## src/rtl/pkg_input_cond.sv

```systemverilog
// ----------------------------------------------------------------------------
// pkg_input_cond
//
// Shared definitions for the push-button input-conditioning blocks.
//   - deb_state_t : 2-bit debounce FSM state encoding
//   - DEF_*       : default parameter values for the conditioning stages
//   - is_wait()   : true for the two "change pending" states
// ----------------------------------------------------------------------------
package pkg_input_cond;

    typedef enum logic [1:0] {
        IDLE_LOW  = 2'd0,
        WAIT_HIGH = 2'd1,
        IDLE_HIGH = 2'd2,
        WAIT_LOW  = 2'd3
    } deb_state_t;

    localparam int DEF_SYNC_STAGES     = 2;
    localparam int DEF_DEBOUNCE_CYCLES = 16;
    localparam int DEF_CNT_W           = 5;
    localparam int DEF_CLK_DIV         = 4;
    localparam int DEF_DIV_W           = 3;

    // A level change is being qualified whenever the FSM sits in a WAIT state.
    function automatic logic is_wait(input deb_state_t st);
        return (st == WAIT_HIGH) || (st == WAIT_LOW);
    endfunction

endpackage : pkg_input_cond

```

## src/rtl/button_debouncer_sync_chain.sv

```systemverilog
// ----------------------------------------------------------------------------
// sync_chain
//
// Multi-flop synchronizer bringing an asynchronous level into the clk domain.
// Also intended for the preset/clear switch inputs.
//
// Parameters:
//   STAGES   : number of flops in the chain (2..4)
// Ports:
//   clk      : in  system clock
//   rst      : in  asynchronous, active-high reset (chain clears to 0)
//   async_in : in  asynchronous input level
//   sync_out : out synchronized level (last flop of the chain)
// ----------------------------------------------------------------------------
module sync_chain #(
    parameter int STAGES = 2
) (
    input  logic clk,
    input  logic rst,
    input  logic async_in,
    output logic sync_out
);

    logic [STAGES-1:0] sync_reg;

    // Bit 0 is the metastability-exposed capture flop; the value walks toward
    // the MSB one flop per clock.
    always_ff @(posedge clk or posedge rst) begin
        if (rst) begin
            sync_reg <= '0;
        end else begin
            sync_reg <= {sync_reg[STAGES-2:0], async_in};
        end
    end

    assign sync_out = sync_reg[STAGES-1];

endmodule : sync_chain

```

## src/rtl/button_debouncer.sv

```systemverilog
// ----------------------------------------------------------------------------
// button_debouncer
//
// Conditions a raw, bouncing push-button into a clean synchronous level for
// the downstream D flip-flop, plus one-cycle rise/fall pulses, and generates
// a divided slow clock that clocks that flip-flop.
//
// Parameters:
//   SYNC_STAGES     : synchronizer depth (2..4)
//   DEBOUNCE_CYCLES : consecutive stable samples needed to commit (>= 1)
//   CNT_W           : debounce counter width, 2**CNT_W > DEBOUNCE_CYCLES
//   CLK_DIV         : fast cycles per slow-clock half period (>= 1)
//   DIV_W           : divider counter width, 2**DIV_W >= CLK_DIV
// Ports:
//   input_clock1_clk_1    : in  system clock (rising edge)
//   input_reset1_rst_2    : in  asynchronous, active-high reset
//   input_push_button_raw : in  raw button, asynchronous to the clock
//   output_d_level        : out debounced level (flip-flop D input)
//   output_d_rise         : out one-cycle pulse on committed 0->1
//   output_d_fall         : out one-cycle pulse on committed 1->0
//   output_slow_clk       : out divided clock, period 2*CLK_DIV, 50% duty
//   output_slow_clk_rise  : out one-cycle pulse as slow_clk goes 0->1
//   output_busy           : out high while a level change is being qualified
// ----------------------------------------------------------------------------
module button_debouncer
    import pkg_input_cond::*;
#(
    parameter int SYNC_STAGES     = DEF_SYNC_STAGES,
    parameter int DEBOUNCE_CYCLES = DEF_DEBOUNCE_CYCLES,
    parameter int CNT_W           = DEF_CNT_W,
    parameter int CLK_DIV         = DEF_CLK_DIV,
    parameter int DIV_W           = DEF_DIV_W
) (
    input  logic input_clock1_clk_1,
    input  logic input_reset1_rst_2,
    input  logic input_push_button_raw,
    output logic output_d_level,
    output logic output_d_rise,
    output logic output_d_fall,
    output logic output_slow_clk,
    output logic output_slow_clk_rise,
    output logic output_busy
);

    localparam logic [CNT_W-1:0] CNT_ONE  = CNT_W'(1);
    localparam logic [CNT_W-1:0] CNT_LAST = CNT_W'(DEBOUNCE_CYCLES - 1);
    localparam logic [DIV_W-1:0] DIV_ONE  = DIV_W'(1);
    localparam logic [DIV_W-1:0] DIV_LAST = DIV_W'(CLK_DIV - 1);
    // With a single required sample the IDLE state commits directly.
    localparam bit               COMMIT_IMMEDIATE = (DEBOUNCE_CYCLES == 1);

    logic clk;
    logic rst;
    assign clk = input_clock1_clk_1;
    assign rst = input_reset1_rst_2;

    // ------------------------------------------------------------------
    // Synchronizer: s is the only view of the button the FSM ever uses.
    // ------------------------------------------------------------------
    logic s;

    sync_chain #(
        .STAGES (SYNC_STAGES)
    ) u_sync_chain (
        .clk      (clk),
        .rst      (rst),
        .async_in (input_push_button_raw),
        .sync_out (s)
    );

    // ------------------------------------------------------------------
    // Debounce FSM
    // ------------------------------------------------------------------
    deb_state_t       state_reg, state_next;
    logic [CNT_W-1:0] cnt_reg,   cnt_next;
    logic             level_reg, level_next;
    logic             rise_reg,  rise_next;
    logic             fall_reg,  fall_next;
    logic             busy_reg;

    always_ff @(posedge clk or posedge rst) begin
        if (rst) begin
            state_reg <= IDLE_LOW;
            cnt_reg   <= '0;
            level_reg <= 1'b0;
            rise_reg  <= 1'b0;
            fall_reg  <= 1'b0;
            busy_reg  <= 1'b0;
        end else begin
            state_reg <= state_next;
            cnt_reg   <= cnt_next;
            level_reg <= level_next;
            rise_reg  <= rise_next;
            fall_reg  <= fall_next;
            // Registered from the next state so busy lines up with the
            // cycles the FSM actually spends in a WAIT state.
            busy_reg  <= is_wait(state_next);
        end
    end

    // The IDLE sample that leaves IDLE counts as stable sample #1, so the
    // WAIT state commits when cnt reaches DEBOUNCE_CYCLES-1; cnt can never
    // run past that value and therefore never wraps.
    always_comb begin
        state_next = state_reg;
        cnt_next   = cnt_reg;
        level_next = level_reg;
        rise_next  = 1'b0;
        fall_next  = 1'b0;

        case (state_reg)
            IDLE_LOW: begin
                if (s) begin
                    if (COMMIT_IMMEDIATE) begin
                        state_next = IDLE_HIGH;
                        level_next = 1'b1;
                        rise_next  = 1'b1;
                    end else begin
                        state_next = WAIT_HIGH;
                        cnt_next   = CNT_ONE;
                    end
                end
            end

            WAIT_HIGH: begin
                if (!s) begin
                    // Bounce: drop the pending rise silently.
                    state_next = IDLE_LOW;
                    cnt_next   = '0;
                end else if (cnt_reg == CNT_LAST) begin
                    state_next = IDLE_HIGH;
                    cnt_next   = '0;
                    level_next = 1'b1;
                    rise_next  = 1'b1;
                end else begin
                    cnt_next   = cnt_reg + CNT_ONE;
                end
            end

            IDLE_HIGH: begin
                if (!s) begin
                    if (COMMIT_IMMEDIATE) begin
                        state_next = IDLE_LOW;
                        level_next = 1'b0;
                        fall_next  = 1'b1;
                    end else begin
                        state_next = WAIT_LOW;
                        cnt_next   = CNT_ONE;
                    end
                end
            end

            WAIT_LOW: begin
                if (s) begin
                    // Bounce: drop the pending fall silently.
                    state_next = IDLE_HIGH;
                    cnt_next   = '0;
                end else if (cnt_reg == CNT_LAST) begin
                    state_next = IDLE_LOW;
                    cnt_next   = '0;
                    level_next = 1'b0;
                    fall_next  = 1'b1;
                end else begin
                    cnt_next   = cnt_reg + CNT_ONE;
                end
            end

            default: begin
                state_next = IDLE_LOW;
                cnt_next   = '0;
            end
        endcase
    end

    // ------------------------------------------------------------------
    // Slow-clock divider, free running and independent of the FSM.
    // ------------------------------------------------------------------
    logic [DIV_W-1:0] divcnt_reg,    divcnt_next;
    logic             slow_reg,      slow_next;
    logic             slow_rise_reg, slow_rise_next;

    always_ff @(posedge clk or posedge rst) begin
        if (rst) begin
            divcnt_reg    <= '0;
            slow_reg      <= 1'b0;
            slow_rise_reg <= 1'b0;
        end else begin
            divcnt_reg    <= divcnt_next;
            slow_reg      <= slow_next;
            slow_rise_reg <= slow_rise_next;
        end
    end

    always_comb begin
        divcnt_next    = divcnt_reg + DIV_ONE;
        slow_next      = slow_reg;
        slow_rise_next = 1'b0;
        if (divcnt_reg == DIV_LAST) begin
            divcnt_next    = '0;
            slow_next      = ~slow_reg;
            // Pulse in the same cycle slow_clk becomes 1.
            slow_rise_next = ~slow_reg;
        end
    end

    // ------------------------------------------------------------------
    // Outputs: all come straight from flops, so every output is 0 as soon
    // as reset asserts and none of them can glitch.
    // ------------------------------------------------------------------
    assign output_d_level       = level_reg;
    assign output_d_rise        = rise_reg;
    assign output_d_fall        = fall_reg;
    assign output_slow_clk      = slow_reg;
    assign output_slow_clk_rise = slow_rise_reg;
    assign output_busy          = busy_reg;

endmodule : button_debouncer

```

## config.mk

```make
export PLATFORM = sky130hd
export DESIGN_NAME = button_debouncer
export DESIGN_NICKNAME = d
export VERILOG_FILES = /design/src/rtl/pkg_input_cond.sv /design/src/rtl/button_debouncer_sync_chain.sv /design/src/rtl/button_debouncer.sv
export SDC_FILE = /design/constraint.sdc
export NUM_CORES = 1
export LEC_CHECK = 0
export BUFFER_PORTS_ARGS = -buffer_cell sky130_fd_sc_hd__clkbuf_2
export CAP_MARGIN = 20
export CORE_MARGIN = 1
export CORE_UTILIZATION = 25
export DETAILED_ROUTE_END_ITERATION = 8
export SETUP_SLACK_MARGIN = 0.02
export SYNTH_ARGS = -nofsm -noshare
export SYNTH_HDL_FRONTEND = slang
export SYNTH_HIERARCHICAL = 1
export SYNTH_SLANG_ARGS = --single-unit
```

## constraint.sdc

```tcl
create_clock -name input_clock1_clk_1 -period 3.2 [get_ports input_clock1_clk_1]
set_input_delay 0.32 -clock input_clock1_clk_1 [delete_from_list [all_inputs] [get_ports input_clock1_clk_1]]
set_output_delay 0.32 -clock input_clock1_clk_1 [all_outputs]
set_load 0.005 [all_outputs]
```

==> summary.md <==
| Metric | Value |
|---|---|
| Pins Over Slew Limit | 0 |
| Least-Margin Pin Slew | 588 ps |
| Setup violators final | 0 |
| Crit share post-route | 0.445 |
| Hold_ws | 148 ps |
| Initial antenna violation count | 0 |
| Worst-path maximum fanout | 5 |
| # diodes | 0 |
| Setup TNS | 0 ps |
| Number of remaining DRC errors | 2 |
| HPWL Detailed | 832 um |
| Startpoint types | flop |
| Synth area leader | dfrtp_1 |
| Post-synth top flop | dfrtp_1 |
| Switching share of power | 0.223 |
| Overflow after GRT | 0 |
| Async S/R FF share, synth | 1.00 |
| Core area | 0.00281 mm2 |
| Flops & latches, synth | 18 |
| # placed instances | 97 |
| Area grow syn2layout | 13.2% |
| VDD IR max | 209 uV |
| IO Count | 9 |
| Pre-Repair DR Iteration Count | 6 |
| Clock power share | 0.283 |
| Clk_skew | 3.58 ps |
| Ratio of cells with drive above 1 in the final layout | 0.200 |
| Clk_lat worst skew | 280 ps |
| Non-filler cells, final | 101 |
| Total internal power | 288 uW |
| Final core occ | 0.303 |
| Via density | 4.52 |
| Worst Setup Path Type | reg2reg |
| Nets | 77 |
| DRT iter0 DRCs | 16 |
| Slew HR | 0.608 |
| Logic pwr share | 0.063 |
| Sequential share of the synthesized area | 0.600 |
| IO Port Bufs | 8 |
| Post-CTS Setup Bufs | 0 |
| Cell variety after synth | 29 |
| Failing checks | design-rule violations |
| RD Place Congestion | 0.796 |
| Clk sinks | 18 |
| Antenna viol nets, final | 0 |
| Leakage | 0.000407 uW |
| Clock Tree Root | clkbuf_4 |
| Die height | 56.8 um |
| Post-synth top cells | 18 x dfrtp_1, 3 x a21oi_1, 3 x inv_1 |
| Clock-pin slew on the worst setup and hold paths | 90 ps |
| Status | complete, but fails checks |
| Vias post-DR | 457 |
| Post-synth EDFFs | 0 |
| RSZ-0062 raised after global routing | false |
| Arr. time, crit path | 1590 ps |
| Gr usage total | 0.0781 |
| Maxcap violations | 0 |
| Share of the synthesized area in the top cell type | 0.600 |
| CTS tree | built |
| Ys Warns | 6 |
| FMAX | 0.702 GHz |
| CTS H-Tree Depth | 1 |
| Post-synthesis cell count | 60 |
| Wire length per cell | 11.4 um |
| Synth top area cells | dfrtp_1 60%, ha_1 3.3%, xnor2_1 2.3% |
| Pwr/cell area | 436 mW/mm2 |
| Seq pwr share | 0.654 |
| Hold Path Class | in2reg |
| Drt total wl | 1160 um |
| Die Area | 0.00323 mm2 |
| Mapped Avg Cell Area | 12.5 um2 |
| Syn nets | 65 |
| CTS resizes | 0 |
| # hold bufs at CTS | 1 |
| Post-synth design cell area | 751 um2 |
| Clock Path Buffers | 2 |
| Vias in the first global route | 474 |
| Initial Util | 0.268 |
| Pin count of the biggest net entering global routing | 17 |
| Die X | 56.8 um |
| Max reg flops | 5 |
| First-pass GRT wire length | 1990 um |
| Clock period minus worst slack | 1420 ps |
| Count leader, synth | dfrtp_1 |
| Required time of the critical path | 3370 ps |
| CTS Buf Count | 3 |
| Final Hold Fails | 0 |
| Num rows | 19 |
| P_sw | 82.4 uW |
| Setup crit end kind | flop |
[layer usage]
metal / global-route usage / share of wire
met5: 0 / 0
met1: 0.0994 / 0.48
met2: 0.128 / 0.48
met4: 0.0314 / 0
met3: 0.0184 / 0.039
[logic make-up after synthesis]
family | after synthesis | synth area share
muxes | 1 | 0.0200
adders and majority gates | 2 | 0.0333
xor gates and xnor gates | 4 | 0.0467
AOI/OAI and AO/OA | 13 | 0.115
buffers and inverters | 5 | 0.0317
and+or+nand+nor | 17 | 0.153
DFF | 18 | 0.600
[worst max-delay path, cell delays in order, from the launching register on]
cell and delay [ps]:
dfrtp_1 390, ha_1 240, and4b_4 310, nand2_4 70
mux2_4 300
[power groups by stage]
stage / logic (uW) / clock network, uW / registers, uW
after floorplan: 20.6 / 0 / 243
after global placement: 21.8 / 0 / 246
after detailed placement: 22.4 / 0 / 247
after CTS: 23.9 / 113 / 242
after global routing: 27.4 / 117 / 243
final: 23.3 / 105 / 242
[worst paths after layout]
check	slack (ps)	cells after the start	start	to
setup / recovery	1780	4	cnt_reg[0]	state_reg[1]
hold / removal	150	1	input_push_button_raw	u_sync_chain/sync_reg[0]
setup reg to reg	1780	4	cnt_reg[0]	state_reg[1]
hold reg to reg	360	0	u_sync_chain/sync_reg[0]	u_sync_chain/sync_reg[1]
max in group asynchronous	2180	3	input_reset1_rst_2	state_reg[1]
min in group asynchronous	420	3	input_reset1_rst_2	u_sync_chain/sync_reg[0]
[area by class of cell]
cell class | instances | area (um2)
Sequential cell | 18 | 450
Inverter | 3 | 11.3
Multi-Input combinational cell | 37 | 277
Clock buffer | 3 | 22.5
Fill cell | 304 | 1960
Timing Repair Buffer | 9 | 50.0
Tap cell | 31 | 38.8
[through the flow]
stage	area, um2	power [uW]	setup WS (ps)
after floorplan	751	263	1890
after global placement	817	268	1840
after detailed placement	817	269	1800
after CTS	850	379	1780
after global routing	850	388	1730
final	850	370	1780
[layout by cell type, fill, tap and decap left out, drive strengths merged, types with 2 or more instances in the layout]
cell type and count:
o21ai 2, xor2 2, nor2 2, nand2b 2, ha 2, nor3b 2, clkbuf 11, nor2b 2
a21oi 3, nand2 2, nand3 2, xnor2 2, o21a 2, dfrtp 18, inv 3
(Power assumes the default switching activity.)
